<file path="config.mk">
export PLATFORM = sky130hd
export DESIGN_NAME = output_demux
export DESIGN_NICKNAME = d
export VERILOG_FILES = /design/src/rtl/output_demux.sv
export SDC_FILE = /design/constraint.sdc
export NUM_CORES = 1
export LEC_CHECK = 0
export CORE_ASPECT_RATIO = 0.6
export CORE_MARGIN = 3
export CORE_UTILIZATION = 59
export DETAILED_ROUTE_END_ITERATION = 6
export GPL_TIMING_DRIVEN = 0
export PLACE_DENSITY = 0.82
export SLEW_MARGIN = 0
export SYNTH_ARGS = -nofsm -noshare
export SYNTH_HDL_FRONTEND = slang
export SYNTH_SLANG_ARGS = --single-unit
</file>
<file path="constraint.sdc">
create_clock -name clk -period 8.5 [get_ports clk]
set_input_delay 2.125 -clock clk [delete_from_list [all_inputs] [get_ports clk]]
set_output_delay 2.125 -clock clk [all_outputs]
set_load 0.01 [all_outputs]
</file>
<file path="src/rtl/output_demux.sv">
// output_demux: steers packets from one merged stream to NUM_OUTPUT_QUEUES output queues.
// The destination mask is read from the header word whose ctrl equals IOQ_CTRL.
// Packets with no valid destination are dropped. Forwarded and dropped packets are counted.
// Latency: 1 cycle from the fifo pop decision to out_wr/out_data/out_ctrl.
// Backpressure: a packet advances only when every masked queue is ready, so it stalls as a whole.
//   Upstream is throttled by in_rdy, which is !nearly_full of the 4-deep input fifo.
// Ports: clk/reset (synchronous, active-high); in_data/in_ctrl/in_wr/in_rdy form the input stream;
//   out_data/out_ctrl are shared by all queues, out_wr is the per-queue strobe, out_rdy the per-queue ready;
//   pkts_fwd/pkts_drop are wrapping packet counters.

module output_demux_fifo #(
  parameter int WIDTH = 72
) (
  input  logic             clk,
  input  logic             reset,
  input  logic             wr_en,
  input  logic [WIDTH-1:0] din,
  input  logic             rd_en,
  output logic [WIDTH-1:0] dout,
  output logic             empty,
  output logic             nearly_full
);
  logic [WIDTH-1:0] mem [4];
  logic [1:0]       wr_ptr;
  logic [1:0]       rd_ptr;
  logic [2:0]       count;
  logic             do_wr;
  logic             do_rd;

  assign empty       = (count == 3'd0);
  assign nearly_full = (count >= 3'd3);
  assign dout        = mem[rd_ptr];
  assign do_rd       = rd_en && !empty;
  // A write into a full fifo is only safe when the head leaves in the same cycle.
  assign do_wr       = wr_en && ((count != 3'd4) || do_rd);

  always_ff @(posedge clk) begin
    if (do_wr) mem[wr_ptr] <= din;
  end

  always_ff @(posedge clk) begin
    if (reset) begin
      wr_ptr <= '0;
      rd_ptr <= '0;
      count  <= '0;
    end else begin
      if (do_wr) wr_ptr <= wr_ptr + 2'd1;
      if (do_rd) rd_ptr <= rd_ptr + 2'd1;
      case ({do_wr, do_rd})
        2'b10:   count <= count + 3'd1;
        2'b01:   count <= count - 3'd1;
        default: count <= count;
      endcase
    end
  end
endmodule

module output_demux #(
  parameter int                    DATA_WIDTH        = 64,
  parameter int                    CTRL_WIDTH        = DATA_WIDTH / 8,
  parameter int                    NUM_OUTPUT_QUEUES = 8,
  parameter logic [CTRL_WIDTH-1:0] IOQ_CTRL          = 8'hFF,
  parameter int                    DST_POS           = 16
) (
  input  logic                         clk,
  input  logic                         reset,
  input  logic [DATA_WIDTH-1:0]        in_data,
  input  logic [CTRL_WIDTH-1:0]        in_ctrl,
  input  logic                         in_wr,
  output logic                         in_rdy,
  output logic [DATA_WIDTH-1:0]        out_data,
  output logic [CTRL_WIDTH-1:0]        out_ctrl,
  output logic [NUM_OUTPUT_QUEUES-1:0] out_wr,
  input  logic [NUM_OUTPUT_QUEUES-1:0] out_rdy,
  output logic [31:0]                  pkts_fwd,
  output logic [31:0]                  pkts_drop
);
  typedef enum logic [1:0] {
    IDLE     = 2'd0,
    WR_PKT   = 2'd1,
    DROP_PKT = 2'd2
  } state_t;

  state_t                         state;
  state_t                         state_next;
  logic [NUM_OUTPUT_QUEUES-1:0]   dst_mask;
  logic [NUM_OUTPUT_QUEUES-1:0]   dst_mask_next;
  logic [CTRL_WIDTH-1:0]          prev_ctrl;
  logic [CTRL_WIDTH-1:0]          prev_ctrl_next;
  logic [NUM_OUTPUT_QUEUES-1:0]   out_wr_next;
  logic                           rd_en;
  logic                           fwd_inc;
  logic                           drop_inc;

  logic                           empty;
  logic                           nearly_full;
  logic [CTRL_WIDTH+DATA_WIDTH-1:0] head;
  logic [CTRL_WIDTH-1:0]          head_ctrl;
  logic [DATA_WIDTH-1:0]          head_data;
  logic [NUM_OUTPUT_QUEUES-1:0]   head_mask;
  logic                           eop;

  output_demux_fifo #(
    .WIDTH(CTRL_WIDTH + DATA_WIDTH)
  ) u_fifo (
    .clk        (clk),
    .reset      (reset),
    .wr_en      (in_wr),
    .din        ({in_ctrl, in_data}),
    .rd_en      (rd_en),
    .dout       (head),
    .empty      (empty),
    .nearly_full(nearly_full)
  );

  assign in_rdy    = !nearly_full;
  assign head_ctrl = head[CTRL_WIDTH+DATA_WIDTH-1:DATA_WIDTH];
  assign head_data = head[DATA_WIDTH-1:0];
  assign head_mask = head_data[DST_POS +: NUM_OUTPUT_QUEUES];
  // EOP is the first non-zero ctrl following a data word (ctrl == 0).
  assign eop       = (head_ctrl != '0) && (prev_ctrl == '0);

  always_ff @(posedge clk) begin
    if (reset) begin
      state     <= IDLE;
      dst_mask  <= '0;
      prev_ctrl <= CTRL_WIDTH'(1);
      out_wr    <= '0;
      out_data  <= '0;
      out_ctrl  <= '0;
      pkts_fwd  <= '0;
      pkts_drop <= '0;
    end else begin
      state     <= state_next;
      dst_mask  <= dst_mask_next;
      prev_ctrl <= prev_ctrl_next;
      out_wr    <= out_wr_next;
      out_data  <= head_data;
      out_ctrl  <= head_ctrl;
      if (fwd_inc)  pkts_fwd  <= pkts_fwd + 32'd1;
      if (drop_inc) pkts_drop <= pkts_drop + 32'd1;
    end
  end

  always_comb begin
    state_next     = state;
    dst_mask_next  = dst_mask;
    prev_ctrl_next = prev_ctrl;
    out_wr_next    = '0;
    rd_en          = 1'b0;
    fwd_inc        = 1'b0;
    drop_inc       = 1'b0;
    case (state)
      IDLE: begin
        if (!empty) begin
          if ((head_ctrl == IOQ_CTRL) && (head_mask != '0)) begin
            dst_mask_next = head_mask;
            // Header waits in the fifo until every destination can take it.
            if ((out_rdy & head_mask) == head_mask) begin
              rd_en          = 1'b1;
              out_wr_next    = head_mask;
              prev_ctrl_next = CTRL_WIDTH'(1);
              state_next     = WR_PKT;
            end
          end else begin
            rd_en          = 1'b1;
            prev_ctrl_next = CTRL_WIDTH'(1);
            state_next     = DROP_PKT;
          end
        end
      end
      WR_PKT: begin
        // All masked queues advance together; any one not ready holds the whole packet.
        if (!empty && ((out_rdy & dst_mask) == dst_mask)) begin
          rd_en          = 1'b1;
          out_wr_next    = dst_mask;
          prev_ctrl_next = head_ctrl;
          if (eop) begin
            fwd_inc    = 1'b1;
            state_next = IDLE;
          end
        end
      end
      DROP_PKT: begin
        if (!empty) begin
          rd_en          = 1'b1;
          prev_ctrl_next = head_ctrl;
          if (eop) begin
            drop_inc   = 1'b1;
            state_next = IDLE;
          end
        end
      end
      default: state_next = IDLE;
    endcase
  end
endmodule

</file>
==> metrics.log, run 1 <==
[metrics] Required @ worst endpoint: 8.97 ns
[metrics] top flip-flop cell by instance count after synthesis: sky130_fd_sc_hd__edfxtp_1
[metrics] power spent charging and discharging nets: 1.67 mW
[metrics] Post-CTS Setup Inserts: 0
[metrics] leakage power total: 7.12 nW
[metrics] CTS Buf Count: 41
[metrics] critical path type: in2reg
[metrics] Avg Inst Size Synth: 15.6 µm²
[metrics] Hold/Removal Path Class: reg2reg
[metrics] slowest cell on the critical path: sky130_fd_sc_hd__clkdlybuf4s50_1
[metrics] setup repair after global routing missed its margin: false
[metrics] largest net degree at the start of global routing: 55
[metrics] area occupied by multi-input gates: 4720 µm²
[metrics] worst-path maximum fanout: 5
[metrics] height of the chip: 138 µm
[metrics] largest family of logic cells by synthesized area: multiplexers
[metrics] number of buffers and inverters on the critical path: 2
[metrics] Pint: 4.65 mW
[metrics] total area of sequential cells: 12100 µm²
[metrics] Critical Path Start Type: input port
[metrics] global router's overall resource usage: 24.2%
[metrics] register share of total power: 46.6%
[metrics] final routed wire length divided by cell count: 21.1 µm
[metrics] worst clock skew on the final layout: 0.0121 ns
[metrics] relative area change from synthesis to final layout: 24.6%
[metrics] final setup fails: 0
[metrics] Max stage delay on crit path: 0.57 ns
[metrics] starting density of the core: 60.9%
[metrics] minimum setup slack after placement: 2.94 ns
[metrics] Post-CTS Resized: 0
[metrics] fraction of the mapped netlist area in compound gates: 2.38%
[metrics] Total Negative Setup Slacks: 0 ns
[metrics] sequential element share of the synthesized area: 70.6%
[metrics] count of pins over their slew limit: 0
[metrics] total via count after detailed routing: 10000
[metrics] post-layout util: 75.9%
[metrics] Post-Synth XOR/XNOR Area: 2.61%
[metrics] layout filler cell count: 1694
[metrics] power share of the combinational group: 23.8%
[metrics] via/cell ratio: 5.66
[metrics] root cell of the clock tree: sky130_fd_sc_hd__clkbuf_16
[metrics] clock sinks: 459
[metrics] DP HPWL: 24.8 mm
[metrics] Max VDD drop: 205 µV
[metrics] Core ar.: 28100 µm²
[metrics] count of routing violations after the opening detailed-route iteration: 886
[metrics] cell with the most instances after synthesis: sky130_fd_sc_hd__edfxtp_1
[metrics] share of flip-flops with an asynchronous set or reset: 0%
[metrics] IO Count: 228
[metrics] syn_nets: 1190
[metrics] proportion of netlist area held by the largest area contributor: 50.6%
[metrics] die outline width: 226 µm
[metrics] Cell Chain, Critical Path: clkdlybuf4s50_1 > nor2b_1 > a2111o_1 > nor4_2 > nor2_1 > nor3_1 > or2_2 > ha_1 > inv_1 > fa_1 > xor2_1 > or3_1 > a21oi_1
[metrics] CTS clk-pin slew, worst paths: 0.07 ns
[metrics] max-cap violation count: 0
[metrics] count of input and output buffers: 226
[metrics] number of synthesized register bits: 459
[metrics] Yosys cell types: 50
[metrics] placed cell count: 1692
[metrics] biggest area contributors in the synthesized netlist: sky130_fd_sc_hd__edfxtp_1, sky130_fd_sc_hd__dfxtp_1, sky130_fd_sc_hd__mux4_2
[metrics] clock share of power: 29.6%
[metrics] share of synthesized cell area in full adder, half adder and majority cells: 0.923%
[metrics] non-filler cells in the finished layout: 1770
[metrics] Worst-Margin Slew: 0.918 ns
[metrics] number of hold buffers added after cts: 0
[metrics] clock tree buffer depth: 3
[metrics] ratio of cells with drive above 1 in the final layout: 11.8%
[metrics] number of enable-type register cells in the synthesized netlist: 288
[metrics] placement row count: 47
[metrics] global placer's final weighted congestion: 0.844
[metrics] Min Clock Period, post-route: 5.05 ns
[metrics] Worst path top cell family by delay: simple AND/OR/NAND/NOR gates
[metrics] Relative slew margins: 38.8%
[metrics] mux share of post-synthesis cell area: 11.1%
[metrics] total power after layout: 6.32 mW
[metrics] number of optimization iterations in the first detailed-route pass: 6
[metrics] first-pass GRT wire length: 56.8 mm
[metrics] number of global-route vias before repair: 9957
[metrics] outcome: completed
[metrics] Post-layout nets: 1463
[metrics] combined area of all synthesized cells: 17100 µm²
[metrics] sort of element at the end of the critical path: flip-flop
[metrics] Die Area: 31100 µm²
[metrics] number of routed nets with antenna violations: 0
[metrics] f_max: 198 MHz
[metrics] net switching fraction of the power: 26.4%
[metrics] top cells by instance count after synthesis: sky130_fd_sc_hd__edfxtp_1, sky130_fd_sc_hd__dfxtp_1, sky130_fd_sc_hd__nor2_1, sky130_fd_sc_hd__nor2b_1, sky130_fd_sc_hd__mux4_2
[metrics] number of H-tree levels: 2
[metrics] antenna violations before repair: 5
[metrics] cell type contributing the most total cell area after synthesis: sky130_fd_sc_hd__edfxtp_1
[metrics] Clk Latency, worst-skew pair: 0.54 ns
[metrics] smallest setup slack after layout: 3.45 ns
[metrics] final period utilization: 59.4%
[metrics] total wirelength of the detailed-routed design: 37.3 mm
[metrics] Fin. Hold Viols: 0
[metrics] final global-route overflow total: 0
[metrics] pwr/cell area: 297 nW/µm²
[metrics] TritonCTS clock tree: built
[metrics] count of yosys warnings during synthesis: 0
[metrics] Critical Path AT: 5.52 ns
[metrics] basic-gate share of the synthesized area counting and, or, nand and nor cells: 10.5%
[metrics] number of remaining DRC errors: 0
[metrics] post-synthesis cell count: 1095
==> worst register-to-register path, stage by stage, from the launching register on <==
cell and delay (ns):
sky130_fd_sc_hd__dfxtp_1 0.35, sky130_fd_sc_hd__buf_6 0.20, sky130_fd_sc_hd__mux4_2 0.59, sky130_fd_sc_hd__nor4_1 0.64
sky130_fd_sc_hd__a211oi_2 0.26, sky130_fd_sc_hd__a21oi_1 0.26, sky130_fd_sc_hd__or2_2 0.16, sky130_fd_sc_hd__ha_1 0.17
sky130_fd_sc_hd__inv_1 0.06, sky130_fd_sc_hd__fa_1 0.38, sky130_fd_sc_hd__xor2_1 0.15, sky130_fd_sc_hd__or3_1 0.30
sky130_fd_sc_hd__a21oi_1 0.14
==> worst paths after layout <==
check | start | to | slack (ns) | cells past startpoint
max | out_rdy[3] | u_fifo.count[2]$_SDFFE_PP0P_ | 3.45 | 13
min | prev_ctrl[6]$_SDFFE_PP0P_ | prev_ctrl[6]$_SDFFE_PP0P_ | 0.49 | 2
max reg2reg | flip-flop | u_fifo.count[2]$_SDFFE_PP0P_ | 4.77 | 12
min reg2reg | prev_ctrl[6]$_SDFFE_PP0P_ | prev_ctrl[6]$_SDFFE_PP0P_ | 0.49 | 2
==> stage by stage <==
| stage | hold slack (ns) | cell area [µm²] |
|---|---|---|
| after floorplan | 0.452 | 17100 |
| after global placement | 0.461 | 19800 |
| after detailed placement | 0.467 | 19900 |
| after CTS | 0.479 | 21300 |
| after global routing | 0.496 | 21300 |
| final | 0.486 | 21300 |
==> placed cells by master (no fill, tap or decap), types with 28 or more instances in the layout <==
cell	Yosys	routed
sky130_fd_sc_hd__clkbuf_1	20	32
sky130_fd_sc_hd__clkbuf_16	0	43
sky130_fd_sc_hd__clkdlybuf4s50_1	0	226
sky130_fd_sc_hd__dfxtp_1	171	171
sky130_fd_sc_hd__edfxtp_1	288	288
sky130_fd_sc_hd__inv_1	28	28
sky130_fd_sc_hd__mux4_2	72	72
sky130_fd_sc_hd__nand2_1	41	41
sky130_fd_sc_hd__nor2_1	93	93
sky130_fd_sc_hd__nor2b_1	80	80
==> cell type report <==
type                       count  area share [%]
sequential                   459            56.7
inverter                      28           0.494
tap                          367            2.16
clock buffer                  59            5.44
timing repair buffer         230            11.1
buffer                        44           0.958
clock inverter                17           0.905
antenna                        2          0.0235
multi-input combinational    564            22.2
==> metal layers <==
| metal | GRT usage (%) | share of wire [%] | vias to the layer above | wire (µm) |
|---|---|---|---|---|
| li1 | - | - | 4609 | - |
| met1 | 35.3 | 45 | 4999 | 16600 |
| met2 | 37.2 | 46 | 341 | 17300 |
| met3 | 5.15 | 6.8 | 72 | 2530 |
| met4 | 7.01 | 2.1 | 6 | 792 |
| met5 | 0 | 0.10 | - | 39 |
==> logic make-up after synthesis <==
kind of cell             Yosys count
flip-flops                       459
AND/OR/NAND/NOR                  340
XOR/XNOR                          51
buffers and inverters             72
adder cells (fa/ha/maj)           12
AO/OA/AOI/OAI                     61
multiplexers                     100
==> state kept, by name (all words and copies together), names as in the netlist, named ones only <==
signal / cells
prev_ctrl: 8
dst_mask: 8
pkts_drop: 32
u_fifo.mem: 288
state: 2
out_ctrl: 8
out_wr: 8
u_fifo.wr_ptr: 2
u_fifo.count: 3
out_data: 64
u_fifo.rd_ptr: 2
pkts_fwd: 32
==> power groups by stage <==
stage                     Combinational, mW  Sequential (mW)  Clock [mW]
after floorplan                       0.861             3.03           0
after detailed placement               1.51             2.99           0
final                                  1.50             2.94        1.87
after global placement                 1.43             3.01           0
after CTS                              1.52             2.95        1.90
after global routing                   1.62             2.97        1.99
(Power assumes the default switching activity.)
==> run 2: changes to the inputs <==
- CORE_UTILIZATION: 59 -> 49
- PLACE_DENSITY: 0.82 -> 0.72
- clock period: 8.5 -> 4.5 ns (I/O delays scaled with it)
==> run 2 against run 1 <==
First-iteration DRC count decreased by 25%; non-clock buffer count is the same; flip-flop and latch count unchanged; die area is 20% higher; cell count is 5.3% higher; clock skew increased by 0.011 ns; global-route usage down 4.3 points; power up 89%; critical endpoint unchanged.
==> metrics.log, run 2 (synthesized netlist as in run 1, its figures left out) <==
[metrics] setup repair after global routing missed its margin: false
[metrics] count of pins over their slew limit: 0 (unchanged)
[metrics] number of global-route vias before repair: 9798 (-1.6%)
[metrics] leakage power total: 7.16 nW (+0.53%)
[metrics] TritonCTS clock tree: built
[metrics] CTS Buf Count: 42 (+2.4%)
[metrics] smallest setup slack after layout: 0.485 ns (-2.97 ns)
[metrics] most flop-heavy register: u_fifo.mem
[metrics] Post-CTS Resized: 0 (unchanged)
[metrics] final global-route overflow total: 0 (unchanged)
[metrics] worst clock skew on the final layout: 0.0230 ns (+0.0109 ns)
[metrics] relative area change from synthesis to final layout: 25.4%
[metrics] Required @ worst endpoint: 4.97 ns (-4.00 ns)
[metrics] minimum setup slack after placement: -0.0144 ns (-2.95 ns)
[metrics] clock sinks: 459 (unchanged)
[metrics] start point of the worst min-delay path: prev_ctrl[2]$_SDFFE_PP0P_
[metrics] pwr/cell area: 558 nW/µm² (+88%)
[metrics] number of routed nets with antenna violations: 0 (unchanged)
[metrics] CTS clk-pin slew, worst paths: 0.07 ns (about the same)
[metrics] sort of element at the end of the critical path: flip-flop
[metrics] Hold/Removal Path Class: reg2reg
[metrics] number of optimization iterations in the first detailed-route pass: 5 (-1)
[metrics] ratio of cells with drive above 1 in the final layout: 12.4% (+0.62 points)
[metrics] outcome: completed
[metrics] f_max: 249 MHz
[metrics] final routed wire length divided by cell count: 19.7 µm (-6.7%)
[metrics] Post-CTS Setup Inserts: 0 (unchanged)
[metrics] flip-flop count of the largest register, all copies and words added: 288 (unchanged)
[metrics] global router's overall resource usage: 19.9% (-4.3 points)
[metrics] Min Clock Period, post-route: 4.02 ns
[metrics] biggest registers after layout: u_fifo.mem (288), out_data (64)
[metrics] number of hold buffers added after cts: 0 (unchanged)
[metrics] via/cell ratio: 5.28 (-6.8%)
[metrics] placed cell area: 20000 µm² (+0.58%)
[metrics] critical path type: in2reg
[metrics] DP HPWL: 24.7 mm (-0.42%)
[metrics] placement row count: 52 (+11%)
[metrics] Critical Path Start: out_rdy[3]
[metrics] Die Area: 37200 µm² (+20%)
[metrics] die outline width: 247 µm (+9.5%)
[metrics] Clk Latency, worst-skew pair: 0.55 ns (about the same)
[metrics] Max VDD drop: 364 µV (+77%)
[metrics] number of H-tree levels: 2 (unchanged)
[metrics] first-pass GRT wire length: 56.8 mm (-0.13%)
[metrics] count of routing violations after the opening detailed-route iteration: 666 (-25%)
[metrics] Critical Path AT: 4.48 ns (-1.04 ns)
[metrics] antenna violations before repair: 3 (-2)
[metrics] Critical Path Start Type: input port
[metrics] worst-path maximum fanout: 5 (unchanged)
[metrics] Core ar.: 34000 µm² (+21%)
[metrics] root cell of the clock tree: sky130_fd_sc_hd__clkbuf_16
[metrics] max-cap violation count: 0 (unchanged)
[metrics] total via count after detailed routing: 9840 (-1.9%)
[metrics] largest net degree at the start of global routing: 58 (+5.5%)
[metrics] number of remaining DRC errors: 0 (unchanged)
[metrics] most common library cell in the layout ignoring fill and taps: sky130_fd_sc_hd__edfxtp_1
[metrics] starting density of the core: 50.2% (-11 points)
[metrics] height of the chip: 151 µm (+9.3%)
[metrics] Fin. Hold Viols: 0 (unchanged)
[metrics] top library cells by usage in the layout, fill and taps aside: sky130_fd_sc_hd__edfxtp_1, sky130_fd_sc_hd__clkdlybuf4s50_1, sky130_fd_sc_hd__dfxtp_1, sky130_fd_sc_hd__nor2_1, sky130_fd_sc_hd__nor2b_1
[metrics] IO Count: 228 (unchanged)
[metrics] clock tree buffer depth: 3 (unchanged)
[metrics] Worst-Margin Slew: 0.915 ns (-0.00296 ns)
[metrics] Post-layout nets: 1464 (+0.068%)
[metrics] total wirelength of the detailed-routed design: 36.6 mm (-1.8%)
[metrics] count of input and output buffers: 226 (unchanged)
[metrics] final setup fails: 0 (unchanged)
[metrics] Final Cell Area: 21400 µm² (+0.70%)
[metrics] global placer's final weighted congestion: 0.814 (-3.5%)
[metrics] final period utilization: 89.2%
[metrics] Relative slew margins: 39.0% (+0.20 points)
-- run 2: final cells by class --
cell class / count / area (µm²)
clock buffer: 53 / 1140
timing repair buffer: 230 / 2370
sequential: 459 / 12100
tap: 459 / 574
buffer: 44 / 204
fill: 2460 / 12600
multi-input combinational: 564 / 4720
clock inverter: 25 / 245
inverter: 28 / 105
antenna: 1 / 2.50
-- run 2: critical path: stages --
cell	delay, ns
sky130_fd_sc_hd__clkdlybuf4s50_1	0.57
sky130_fd_sc_hd__nor2b_1	0.07
sky130_fd_sc_hd__a2111o_1	0.45
sky130_fd_sc_hd__nor4_2	0.46
sky130_fd_sc_hd__nor2_1	0.11
sky130_fd_sc_hd__nor3_1	0.28
sky130_fd_sc_hd__or2_2	0.18
sky130_fd_sc_hd__ha_1	0.17
sky130_fd_sc_hd__inv_1	0.06
sky130_fd_sc_hd__fa_1	0.37
sky130_fd_sc_hd__xor2_1	0.16
sky130_fd_sc_hd__or3_1	0.31
sky130_fd_sc_hd__a21oi_1	0.15
-- run 2: routing by layer --
| layer | up-vias | share of wire, % | GRT usage, % |
|---|---|---|---|
| li1 | 4611 | - | - |
| met1 | 4897 | 47 | 29.9 |
| met2 | 272 | 45 | 29.8 |
| met3 | 56 | 5.8 | 4.13 |
| met4 | 4 | 2.0 | 5.10 |
| met5 | - | 0.068 | 0 |
-- run 2: path summary, 6_finish.rpt --
| path | endpoint | slack [ns] | cells after the start |
|---|---|---|---|
| worst min register to register | prev_ctrl[2]$_SDFFE_PP0P_ | 0.48 | 2 |
| worst max register to register | u_fifo.count[2]$_SDFFE_PP0P_ | 0.59 | 12 |
| worst min-delay path | prev_ctrl[2]$_SDFFE_PP0P_ | 0.48 | 2 |
| worst max-delay path | u_fifo.count[2]$_SDFFE_PP0P_ | 0.48 | 13 |
-- run 2: stage by stage --
step | total power, mW | std cells | util [%] | hold WS [ns] | TNS, ns
finish | 12.0 | 1863 | 63.0 | 0.482 | 0
global route | 12.5 | 1863 | 63.0 | 0.513 | 0
CTS | 12.1 | 1862 | 63.0 | 0.485 | 0
detailed placement | 8.50 | 1784 | 58.9 | 0.473 | -0.0144
global placement | 8.44 | 1780 | 58.6 | 0.462 | -625.21
floorplan | 7.34 | 1095 | - | 0.452 | 0
-- run 2: report_power, final --
group | switching (mW) | total, mW | internal, mW
logic | 1.42 | 2.84 | 1.42
clock network | 1.53 | 3.58 | 2.04
registers | 0.206 | 5.54 | 5.33
total | 3.16 | 12.0 | 8.79
